## src/rtl/btn_pkg.sv

```systemverilog
// Shared types and default constants for the pushbutton conditioner.
package btn_pkg;

  localparam int unsigned TICK_DIV_10MHZ_1MS = 10000;
  localparam int unsigned DEBOUNCE_TICKS_DEF = 20;
  localparam int unsigned REPEAT_DELAY_DEF   = 500;
  localparam int unsigned REPEAT_RATE_DEF    = 100;

  typedef enum logic [1:0] {
    StIdle,
    StPressWait,
    StPressed,
    StReleaseWait
  } btn_state_t;

  // Counter width able to hold values 0..n-1, never narrower than one bit.
  function automatic int unsigned cnt_width(input int unsigned n);
    return (n > 1) ? $clog2(n) : 1;
  endfunction

endpackage

```

## src/rtl/ms_tick_gen.sv

```systemverilog
// Free-running divider producing a one-cycle tick every TICK_DIV clocks.
module ms_tick_gen
  import btn_pkg::*;
#(
  parameter int unsigned TICK_DIV = TICK_DIV_10MHZ_1MS
) (
  input  logic clk_10MHz,
  input  logic reset,
  output logic tick
);

  localparam int unsigned CntW = cnt_width(TICK_DIV);
  localparam logic [CntW-1:0] CntMax = CntW'(TICK_DIV - 1);

  logic [CntW-1:0] cnt_q, cnt_d;

  always_comb begin
    tick  = (cnt_q == CntMax);
    cnt_d = tick ? '0 : cnt_q + 1'b1;
  end

  always_ff @(posedge clk_10MHz or posedge reset) begin
    if (reset) begin
      cnt_q <= '0;
    end else begin
      cnt_q <= cnt_d;
    end
  end

endmodule

```

## src/rtl/button_conditioner.sv

```systemverilog
// Synchronises, debounces and latches presses of the active-low "next" button.
// Optional auto-repeat while held is enabled by defining BTN_AUTOREPEAT_EN.
module button_conditioner
  import btn_pkg::*;
#(
  parameter int unsigned TICK_DIV       = TICK_DIV_10MHZ_1MS,
  parameter int unsigned DEBOUNCE_TICKS = DEBOUNCE_TICKS_DEF,
  parameter int unsigned REPEAT_DELAY   = REPEAT_DELAY_DEF,
  parameter int unsigned REPEAT_RATE    = REPEAT_RATE_DEF
) (
  input  logic clk_10MHz,
  input  logic reset,
  input  logic btn_n,
  input  logic press_ack,
  output logic press_req,
  output logic btn_level,
  output logic press_lost
);

  localparam int unsigned DbW = cnt_width(DEBOUNCE_TICKS + 1);
  localparam logic [DbW-1:0] DbTarget = DbW'(DEBOUNCE_TICKS);

  logic           sync1_q, sync2_q;
  logic           raw_p;
  logic           tick;
  btn_state_t     state_q, state_d;
  logic [DbW-1:0] db_cnt_q, db_cnt_d, db_inc;
  logic           accept_evt;
  logic           press_evt;
  logic           btn_level_q, btn_level_d;
  logic           press_req_q, press_req_d;
  logic           press_lost_q, press_lost_d;

  ms_tick_gen #(
    .TICK_DIV(TICK_DIV)
  ) u_tick (
    .clk_10MHz(clk_10MHz),
    .reset    (reset),
    .tick     (tick)
  );

  always_ff @(posedge clk_10MHz or posedge reset) begin
    if (reset) begin
      sync1_q <= 1'b1;
      sync2_q <= 1'b1;
    end else begin
      sync1_q <= btn_n;
      sync2_q <= sync1_q;
    end
  end

  assign raw_p = ~sync2_q;

  always_comb begin
    state_d    = state_q;
    db_cnt_d   = db_cnt_q;
    db_inc     = db_cnt_q + 1'b1;
    accept_evt = 1'b0;
    unique case (state_q)
      StIdle: begin
        if (raw_p) begin
          state_d  = StPressWait;
          db_cnt_d = '0;
        end
      end
      StPressWait: begin
        if (!raw_p) begin
          state_d = StIdle;
        end else if (tick) begin
          db_cnt_d = db_inc;
          if (db_inc == DbTarget) begin
            state_d    = StPressed;
            accept_evt = 1'b1;
          end
        end
      end
      StPressed: begin
        if (!raw_p) begin
          state_d  = StReleaseWait;
          db_cnt_d = '0;
        end
      end
      StReleaseWait: begin
        if (raw_p) begin
          state_d = StPressed;
        end else if (tick) begin
          db_cnt_d = db_inc;
          if (db_inc == DbTarget) begin
            state_d = StIdle;
          end
        end
      end
      default: state_d = StIdle;
    endcase
  end

`ifdef BTN_AUTOREPEAT_EN
  localparam int unsigned RepW = cnt_width(REPEAT_DELAY + 1);
  localparam logic [RepW-1:0] RepDelay  = RepW'(REPEAT_DELAY);
  localparam logic [RepW-1:0] RepReload = RepW'(REPEAT_DELAY - REPEAT_RATE);

  logic [RepW-1:0] rep_cnt_q, rep_cnt_d, rep_inc;
  logic            rep_evt;

  // Reloading to DELAY-RATE makes every later repeat land RATE ticks apart.
  always_comb begin
    rep_cnt_d = rep_cnt_q;
    rep_inc   = rep_cnt_q + 1'b1;
    rep_evt   = 1'b0;
    if (state_q == StPressed && raw_p && tick) begin
      if (rep_inc == RepDelay) begin
        rep_evt   = 1'b1;
        rep_cnt_d = RepReload;
      end else begin
        rep_cnt_d = rep_inc;
      end
    end else if (state_q == StIdle || state_q == StPressWait) begin
      rep_cnt_d = '0;
    end
  end

  always_ff @(posedge clk_10MHz or posedge reset) begin
    if (reset) begin
      rep_cnt_q <= '0;
    end else begin
      rep_cnt_q <= rep_cnt_d;
    end
  end

  assign press_evt = accept_evt | rep_evt;
`else
  logic unused_repeat_cfg;
  assign unused_repeat_cfg = ^{REPEAT_DELAY, REPEAT_RATE};
  assign press_evt         = accept_evt;
`endif

  // A new press overrides a coincident acknowledge.
  always_comb begin
    btn_level_d  = (state_d == StPressed) || (state_d == StReleaseWait);
    press_req_d  = press_req_q;
    if (press_evt) begin
      press_req_d = 1'b1;
    end else if (press_ack) begin
      press_req_d = 1'b0;
    end
    press_lost_d = press_lost_q | (press_evt & press_req_q & ~press_ack);
  end

  always_ff @(posedge clk_10MHz or posedge reset) begin
    if (reset) begin
      state_q      <= StIdle;
      db_cnt_q     <= '0;
      btn_level_q  <= 1'b0;
      press_req_q  <= 1'b0;
      press_lost_q <= 1'b0;
    end else begin
      state_q      <= state_d;
      db_cnt_q     <= db_cnt_d;
      btn_level_q  <= btn_level_d;
      press_req_q  <= press_req_d;
      press_lost_q <= press_lost_d;
    end
  end

  assign btn_level  = btn_level_q;
  assign press_req  = press_req_q;
  assign press_lost = press_lost_q;

endmodule
```

## config.mk

```make
export PLATFORM = sky130hd
export DESIGN_NAME = button_conditioner
export DESIGN_NICKNAME = d
export VERILOG_FILES = /design/src/rtl/btn_pkg.sv /design/src/rtl/ms_tick_gen.sv /design/src/rtl/button_conditioner.sv
export SDC_FILE = /design/constraint.sdc
export NUM_CORES = 1
export LEC_CHECK = 0
export CORE_MARGIN = 4
export CORE_UTILIZATION = 50
export DETAILED_ROUTE_END_ITERATION = 10
export PLACE_DENSITY_LB_ADDON = 0.2
export SYNTH_ARGS = -nofsm -noshare
export SYNTH_HDL_FRONTEND = slang
export SYNTH_SLANG_ARGS = --single-unit
```

## constraint.sdc

```tcl
create_clock -name clk_10MHz -period 1.6 [get_ports clk_10MHz]
set_clock_uncertainty 0.1 [all_clocks]
set_input_delay 0.48 -clock clk_10MHz [delete_from_list [all_inputs] [get_ports clk_10MHz]]
set_output_delay 0.48 -clock clk_10MHz [all_outputs]
set_load 0.02 [all_outputs]
```

======== After elaboration in Yosys (flattened, before gate mapping) ========
Cells that the tools add are included.
word-level totals
  flip-flop bits (word level) ............. 26
  input port bits ......................... 4
  output and inout bits ................... 3
  logic and storage cells ................. 51
operators by class
  equal/unequal tests ..................... 11
  multiplexer cells ....................... 22
  reduce and logical (&&, ||, !) cells .... 4
  bitwise gates (word level) .............. 4
  add/subtract/negate cells ............... 2
operators with widths
  operator                                              number
  two-way mux 5 bit                                     5
  one-hot mux 5 bit (4 select lines)                    1
  two-way mux 2 bit                                     8
  adder 14 x 1 -> 14 bit (second input constant)        1
  equality test 14 bit (second input constant)          1
  two-way mux 14 bit                                    1
  equality test 2 bit (second input constant)           4
  != test 2 bit (second input constant)                 4
  one-hot mux 2 bit (4 select lines)                    1
  two-way mux 1 bit                                     6
  adder 5 x 1 -> 5 bit (second input constant)          1
  equality test 5 bit (second input constant)           1
  AND reduction 4 bit                                   1
  AND 1 bit                                             2
  equality test 2 x 1 -> 1 bit (second input constant)  1
  zero test 2 bit                                       1
  nonzero test 2 bit                                    1
  logical OR 1 bit                                      1
  inverter 1 bit                                        1
  bitwise OR 1 bit                                      1

======== Logic depth before layout (Yosys ltp) ========
Gate-level depths: netlist of the first run.
  depth in word-level cells ............... 9
  depth in mapped cells ................... 7

======== Hierarchy ========
Synthesis of the first run repeated with hierarchy kept, for this count alone.
unflattened totals
  cells, all modules ...................... 122
  area, all modules ....................... 1252.5 um^2
modules (own cells, without submodules)
  module              times used  cells an instance  area an instance (um^2)
  ms_tick_gen         1           63                 671.9
  button_conditioner  1           59                 580.6

======== Worst setup path before layout of the first run ========
OpenSTA, ideal clock, no wires.
  path type ............................... reg-to-reg
  from .................................... reg u_tick.cnt_q[0]
  to ...................................... reg db_cnt_q[4]
  arrival time ............................ 1.410 ns
  path buffers ............................ 1
  setup time .............................. 0.124 ns
  cell stages (with the launch flop) ...... 7
  clock period less this slack ............ 1.634 ns
  setup slack ............................. -0.034 ns
  path through ............................ dfrtp_1 ha_1 and3_1 and4_1 buf_6 and3_1 a211o_1
on the way
  longest elaborated chain between the ends .. 4
  elaborated cells between the ends (all ways) .. 5
  those cells by class .................... eq/ne: 1; mux: 4
RTL lines
  what                                         RTL line                   source
  from (decl)                                  ms_tick_gen.sv:15          logic [CntW-1:0] cnt_q, cnt_d;
  from (signal assigned)                       ms_tick_gen.sv:26          cnt_q <= cnt_d;
  equality test 14 bit *                       ms_tick_gen.sv:18          tick = (cnt_q == CntMax);
  two-way mux 5 bit *                          --
  two-way mux 5 bit, on equally long branches  --
  one-hot mux 5 bit (4 select lines) *         --
  to (signal assigned)                         button_conditioner.sv:158  db_cnt_q <= db_cnt_d;
  to (decl)                                    button_conditioner.sv:27   logic [DbW-1:0] db_cnt_q, db_cnt_d, db_inc;
Every way passes the cells marked *; elsewhere a longest branch is shown, timed or not. The select of a mux whose other input is x is not followed.
A chain may end at the register's enable or synchronous reset.

======== Worst setup path after layout of the first run ========
  from .................................... reg u_tick.cnt_q[0]
  to ...................................... reg db_cnt_q[3]
The elaborated chain is that of the path after synthesis.

==> results.txt, run 1 <==
----------------------------------------------------
[Power and ir drop]
  Pwr/cell area ... 747 nW/um2
  Peak supply drop ... 722 uV
  PnR Total Power ... 0.00116 W
  Leak Pwr ... 0.732 nW

[Placement]
  Placed cell area ... 1450 um2
  Final GP Congestion ... 0.784
  DP Cell Count ... 160
  HPWL reported at the end of detailed placement ... 1.76 mm
  Count of buffers inserted at the top-level ports ... 6

[Global routing]
  Number of global-route vias before repair ... 931
  First-pass GRT wire length ... 4.31 mm
  Pin count of the biggest net entering global routing ... 16
  GRT Overall Usage ... 17.0%
  Remaining global-route overflow ... 0
  Number of antenna violations at the first check in global routing ... 0

[Timing]
  Transition at the pin with the smallest max-transition slack ... 0.297 ns
  Unrepaired setup endpoints after global routing ... true
  Final TNS setup ... 0 ns
  Final setup fails ... 0
  Final period demand of the worst path ... 1.58 ns
  Headroom to the max-slew limit ... 80.2%
  Maximum clock rate ... 0.633 GHz
  Max-slew violation count ... 0
  Post-route clock period utilization ... 98.8%
  Final number of hold-violating endpoints ... 0

[Critical path]
  Critical R2R Capture ... db_cnt_q[3]
  Startpoint of the most critical register-to-register path ... u_tick.cnt_q[0]
  Slack of the worst reg-to-reg path ... 0.02 ns
  Required time of the critical path ... 1.75 ns
  Crit Path Max Fanout ... 6
  Crit path arrival time ... 1.73 ns
  Number of cells traversed by the worst register-to-register path ... 6
  Critical Path Start Type ... flip-flop
  Category of the worst setup path capture point ... flip-flop
  Critical path start-end classification ... reg2reg

[Route]
  Initial DRT Pass Iterations ... 4
  Count of nets left with antenna violations after detail routing ... 0
  Wire per inst ... 14.1 um
  Met3 Routed Length ... 71 um
  Uppermost signal routing layer after detailed routing ... met4
  Routed wire length ... 2.36 mm
  1st-iter DRT viols ... 38
  Number of design rule violations left after detail routing ... 0
  Via total after detailed routing ... 921
  Length of routed met2 wiring ... 1.13 mm
  Via/cell ratio ... 5.48
  Post-route met1 wirelength ... 1.12 mm

[Floorplan]
  I/O Pins ... 7
  DIE AREA ... 3340 um2
  Site row count ... 17
  Die width ... 57.8 um
  Die Y ... 57.8 um
  Starting density of the core ... 54.0%
  CORE AREA ... 2300 um2

[Clock tree]
  Number of sinks handled by clock tree synthesis ... 26
  Post-cts hold buffer count ... 0
  Number of H-tree levels ... 1
  Clock tree from TritonCTS ... yes
  Clock-pin transition on the worst setup and hold timing paths ... 0.14 ns
  Maximum buffer depth of the clock tree ... 2
  Root Buffer Master ... sky130_fd_sc_hd__clkbuf_4
  Number of buffers added by the clock tree synthesis step ... 3
  Clock latency at the later pin of the worst-skew pair ... 0.33 ns

[Final layout]
  Diode count ... 0
  Fraction of final layout cells with drive strength greater than 1 ... 32.9%
  Layout fillers ... 179
  Fraction of the core area covered by cells at the end of the flow ... 67.7%
  Area Growth Syn to Fin ... 25.3%
  Commonest cells after routing, fill and taps aside ... 24 x sky130_fd_sc_hd__dfrtp_1, 20 x sky130_fd_sc_hd__buf_4, 9 x sky130_fd_sc_hd__nand3_1, 9 x sky130_fd_sc_hd__nor2_1, 8 x sky130_fd_sc_hd__xnor2_1
  Non-filler cells, final ... 168
  Most common cell after layout, fill and taps aside ... sky130_fd_sc_hd__dfrtp_1
  Net count reported at finish ... 147
  Final instance area ... 1560 um2

[Yosys]
  Proportion of synthesized chip area in sequential cells ... 52.6%
  Distinct cell type count of the synthesized netlist ... 31
  Cell area after synthesis ... 1240 um2
  Post-Synthesis Mean Instance Area ... 11.3 um2
  Synthesis Warnings ... 0
  Most frequently used flop master after synthesis ... sky130_fd_sc_hd__dfrtp_1
  Nets in the synthesized netlist ... 116
  Number of enable-type register cells in the synthesized netlist ... 0
  Post-synthesis instance total ... 110
  Proportion of synthesized flip-flops having asynchronous set or reset ... 100%
  Register bit count reported by yosys ... 26

[Flow run]
  Max-cap viol count ... 0

[Run status]
  Outcome ... finished clean

[Min path]
  Hold Crit Class ... in2async

----------------------------------------------------
## critical path, stage by stage, from the launching register on
cell                      delay [ns]
sky130_fd_sc_hd__dfrtp_1        0.42
sky130_fd_sc_hd__ha_2           0.20
sky130_fd_sc_hd__and3_4         0.19
sky130_fd_sc_hd__and4_4         0.19
sky130_fd_sc_hd__buf_4          0.14
sky130_fd_sc_hd__and3_1         0.16
sky130_fd_sc_hd__nor3_2         0.11
## worst max path at each step
| stage | from | to | slack [ns] | depth (start not counted) |
|---|---|---|---|---|
| after global placement | u_tick.cnt_q[5] | db_cnt_q[4] | 0.01 | 4 |
| final | u_tick.cnt_q[0] | db_cnt_q[3] | 0.02 | 6 |
| after global routing | u_tick.cnt_q[7] | btn_level | -0.05 | 4 |
| after floorplan | u_tick.cnt_q[0] | db_cnt_q[4] | 0.02 | 6 |
| after detailed placement | u_tick.cnt_q[0] | db_cnt_q[3] | -0.06 | 6 |
| after CTS | u_tick.cnt_q[7] | u_tick.cnt_q[13] | 0.003 | 5 |
## where the power goes
| part | internal, W | total, W | switching (W) | leakage (nW) |
|---|---|---|---|---|
| sequential | 0.000663 | 0.000669 | 0.00000617 | 0.340 |
| clock | 0.000253 | 0.000453 | 0.000199 | 0.0279 |
| combinational | 0.0000181 | 0.0000401 | 0.0000220 | 0.364 |
## cell usage after synthesis, types with 2 or more instances
master / n / share of area (%)
sky130_fd_sc_hd__inv_1: 3 / 0.91
sky130_fd_sc_hd__nand3_1: 9 / 3.6
sky130_fd_sc_hd__nand2_1: 6 / 1.8
sky130_fd_sc_hd__o21ai_0: 3 / 1.2
sky130_fd_sc_hd__and4_1: 2 / 1.4
sky130_fd_sc_hd__dfstp_2: 2 / 4.2
sky130_fd_sc_hd__nor3b_1: 2 / 1.2
sky130_fd_sc_hd__xor2_1: 3 / 2.1
sky130_fd_sc_hd__ha_1: 2 / 2.0
sky130_fd_sc_hd__a21oi_1: 4 / 1.6
sky130_fd_sc_hd__and3_1: 6 / 3.0
sky130_fd_sc_hd__dfrtp_1: 24 / 48
sky130_fd_sc_hd__nor2_1: 9 / 2.7
sky130_fd_sc_hd__mux2i_1: 3 / 2.4
sky130_fd_sc_hd__and2_1: 2 / 1.0
sky130_fd_sc_hd__nor4b_2: 2 / 2.4
sky130_fd_sc_hd__nand4_1: 6 / 3.0
sky130_fd_sc_hd__a41o_1: 2 / 1.6
sky130_fd_sc_hd__xnor2_1: 8 / 5.6
## metal layers
metal | global-route usage, % | vias up
met5 | 0 | -
met3 | 4.68 | 4
met1 | 22.4 | 452
li1 | - | 454
met2 | 26.9 | 11
met4 | 5.96 | 0
## logic make-up after synthesis
logic type | share of synthesized area, %
buffers and inverters | 3.83
muxes | 2.42
adders and majority gates | 2.02
AOI/OAI and AO/OA | 7.16
DFF | 52.6
xor gates and xnor gates | 9.07
and+or+nand+nor | 22.9
## registers in the layout, indices dropped and copies added (netlist names)
| name | cells |
|---|---|
| state_q | 2 |
| press_lost | 1 |
| sync2_q | 1 |
| u_tick.cnt_q | 14 |
| btn_level | 1 |
| press_req | 1 |
| db_cnt_q | 5 |
| sync1_q | 1 |
## metrics by stage
stage	hold slack [ns]	worst slack, ns
6_report	0.254	0.0193
2_1_floorplan	0.245	0.0249
4_1_cts	0.246	0.00316
3_5_place_dp	0.248	-0.0572
3_3_place_gp	0.247	0.0121
5_1_grt	0.256	-0.0545
## repair_timing
| item | in CTS | in global routing |
|---|---|---|
| setup endpoints to repair | 9 | 14 |
| setup buffers | 2 | 2 |
| pin swaps | 4 | 15 |
| gates resized for setup | 14 | 11 |
## cell type report
| cell class | instances | area [um2] | share of cell area [%] |
|---|---|---|---|
| clock inverter | 1 | 30.0 | 1.93 |
| tap | 28 | 35.0 | 2.25 |
| sequential | 26 | 653 | 42.0 |
| inverter | 3 | 11.3 | 0.724 |
| clock buffer | 3 | 22.5 | 1.45 |
| multi-input combinational | 78 | 568 | 36.5 |
| timing repair buffer | 29 | 235 | 15.1 |
No activity file was read; power rests on OpenSTA's default activity.
==> run 2, diff against run 1 <==
--- a/config.mk
+++ b/config.mk
@@ -5,8 +5,9 @@
 export SDC_FILE = /design/constraint.sdc
 export NUM_CORES = 1
 export LEC_CHECK = 0
+export CORE_ASPECT_RATIO = 1.75
 export CORE_MARGIN = 4
-export CORE_UTILIZATION = 50
+export CORE_UTILIZATION = 52
 export DETAILED_ROUTE_END_ITERATION = 10
 export PLACE_DENSITY_LB_ADDON = 0.2
 export SYNTH_ARGS = -nofsm -noshare
==> results.txt, run 2 (synthesized netlist as in run 1, its figures left out) <==
----------------------------------------------------
[Final layout]
  Fraction of the core area covered by cells at the end of the flow ... 71.8% (+4.1 points)
  Commonest cells after routing, fill and taps aside ... 24 x sky130_fd_sc_hd__dfrtp_1, 20 x sky130_fd_sc_hd__buf_4, 9 x sky130_fd_sc_hd__nor2_1, 8 x sky130_fd_sc_hd__xnor2_1, 8 x sky130_fd_sc_hd__nand3_1
  Fraction of final layout cells with drive strength greater than 1 ... 34.0% (+1.2 points)
  Largest Register ... u_tick.cnt_q
  Diode count ... 0 (unchanged)
  Flip-flop count of the largest register, all copies and words added ... 14 (unchanged)
  Non-filler cells, final ... 166 (-1.2%)
  Most common cell after layout, fill and taps aside ... sky130_fd_sc_hd__dfrtp_1
  Net count reported at finish ... 148 (+0.68%)
  Largest registers ... u_tick.cnt_q (14), db_cnt_q (5), state_q (2)
  Area Growth Syn to Fin ... 31.5%

[Power and ir drop]
  Pwr/cell area ... 772 nW/um2 (+3.3%)
  PnR Total Power ... 0.00126 W (+8.4%)
  Leak Pwr ... 0.762 nW (+4.1%)
  Peak supply drop ... 620 uV (-14%)

[Clock tree]
  Clock tree from TritonCTS ... yes
  Root Buffer Master ... sky130_fd_sc_hd__clkbuf_8
  Maximum buffer depth of the clock tree ... 2 (unchanged)
  Clock latency at the later pin of the worst-skew pair ... 0.27 ns (-0.06 ns)
  Clock-pin transition on the worst setup and hold timing paths ... 0.09 ns (-0.05 ns)
  Number of buffers added by the clock tree synthesis step ... 3 (unchanged)
  Number of H-tree levels ... 1 (unchanged)
  Number of sinks handled by clock tree synthesis ... 26 (unchanged)

[Critical path]
  Crit path arrival time ... 1.71 ns (-0.02 ns)
  Critical Path Start Type ... flip-flop
  Critical path start-end classification ... reg2reg
  Required time of the critical path ... 1.67 ns (-0.08 ns)
  Category of the worst setup path capture point ... flip-flop
  Crit Path Max Fanout ... 3 (-3)

[Floorplan]
  Starting density of the core ... 54.6% (+0.56 points)
  DIE AREA ... 3260 um2 (-2.4%)
  Die Y ... 72.6 um (+26%)
  I/O Pins ... 7 (unchanged)
  Site row count ... 23 (+6)
  CORE AREA ... 2270 um2 (-1.0%)
  Die width ... 44.9 um (-22%)

[Global routing]
  Number of global-route vias before repair ... 1,036 (+11%)
  Remaining global-route overflow ... 0 (unchanged)
  Pin count of the biggest net entering global routing ... 21 (+5)
  Number of antenna violations at the first check in global routing ... 0 (unchanged)
  Most used routing layer ... met2
  Met3 demand-to-capacity share in global routing ... 2.47% (-2.2 points)
  GRT Overall Usage ... 18.7% (+1.7 points)
  First-pass GRT wire length ... 4.53 mm (+5.1%)
  Global routing met2 resource utilization ... 32.8% (+5.9 points)
  Met1 Track Usage GR ... 21.4% (-1.0 points)

[Timing]
  Least setup slack across all paths after layout ... -0.0425 ns (-0.0618 ns)
  Final TNS setup ... -0.0833 ns (-0.0833 ns)
  Final setup fails ... 3 (+3)
  Headroom to the max-slew limit ... 78.9% (-1.3 points)
  Final number of hold-violating endpoints ... 0 (unchanged)
  Final period demand of the worst path ... 1.64 ns (+0.0618 ns)
  Transition at the pin with the smallest max-transition slack ... 0.317 ns (+0.0192 ns)
  Unrepaired setup endpoints after global routing ... true
  Max-slew violation count ... 0 (unchanged)
  Maximum clock rate ... 0.609 GHz (-3.8%)
  Post-route clock period utilization ... 103% (+3.9 points)

[Route]
  Via total after detailed routing ... 928 (+0.76%)
  Wire per inst ... 16.2 um (+15%)
  Routed wire length ... 2.69 mm (+14%)
  Via/cell ratio ... 5.59 (+2.0%)
  1st-iter DRT viols ... 46 (+21%)
  Initial DRT Pass Iterations ... 4 (unchanged)
  Number of design rule violations left after detail routing ... 0 (unchanged)
  Count of nets left with antenna violations after detail routing ... 0 (unchanged)

[Placement]
  Worst setup slack before clock tree synthesis ... -0.0585 ns (-0.00134 ns)
  Count of buffers inserted at the top-level ports ... 6 (unchanged)
  DP Cell Count ... 159 (-0.63%)
  Final GP Congestion ... 0.811 (+3.4%)
  HPWL reported at the end of detailed placement ... 1.77 mm (+0.73%)

[Flow run]
  Max-cap viol count ... 0 (unchanged)

[Run status]
  Outcome ... complete, but fails checks
  Violations in the final reports ... negative setup slack

[Min path]
  Hold Crit Class ... reg2reg

----------------------------------------------------
run 2: final cells by class:
type | count | area [um2]
flip-flops and latches | 26 | 653
clock buffers | 3 | 41.3
well taps | 25 | 31.3
multi-input cells | 79 | 614
repair buffers | 29 | 250
inverters | 3 | 11.3
fillers | 164 | 642
clock inverters | 1 | 30.0
run 2: worst paths after layout:
path | to | cells after the start | slack (ns) | start
worst max-delay path | db_cnt_q[0] | 5 | -0.04 | u_tick.cnt_q[5]
worst min-delay path | sync2_q | 0 | 0.26 | sync1_q
worst max register to register | db_cnt_q[0] | 5 | -0.04 | u_tick.cnt_q[5]
worst min register to register | sync2_q | 0 | 0.26 | sync1_q
max in group asynchronous | db_cnt_q[1] | 3 | 0.65 | reset
min in group asynchronous | btn_level | 2 | 0.34 | reset
run 2: routing by layer:
metal,wire length [um],share of wire (%),up-vias
li1,-,-,456
met1,1040,39,458
met2,1530,57,8
met3,47,1.7,6
met4,79,2.9,0
met5,0,0,-
run 2: metrics by stage:
stage	hold WS, ns	area [um2]
3_3_place_gp	0.248	1470
3_5_place_dp	0.249	1470
2_1_floorplan	0.245	1250
5_1_grt	0.271	1630
4_1_cts	0.263	1580
6_report	0.261	1630
run 2: where the power goes:
part | switching [W] | leakage, nW | total, W | internal (W)
clock network | 0.000212 | 0.0357 | 0.000547 | 0.000335
registers | 0.00000553 | 0.340 | 0.000668 | 0.000662
logic | 0.0000238 | 0.386 | 0.0000452 | 0.0000213
total | 0.000241 | 0.762 | 0.00126 | 0.00102
run 2: worst max-delay path: stages (launching register included):
cell and delay (ns):
sky130_fd_sc_hd__dfrtp_1 0.43, sky130_fd_sc_hd__nor4b_4 0.34, sky130_fd_sc_hd__nand4_1 0.25, sky130_fd_sc_hd__buf_4 0.23, sky130_fd_sc_hd__a21oi_2 0.12, sky130_fd_sc_hd__mux2i_1 0.07
run 2: what timing repair did:
| action | in CTS | in global routing |
|---|---|---|
| gates cloned | 1 | 0 |
| buffers inserted | 0 | 2 |
| hold buffers | 0 | 0 |
| gates resized for setup | 8 | 15 |
| pin swaps | 3 | 12 |
| setup endpoints to repair | 10 | 14 |
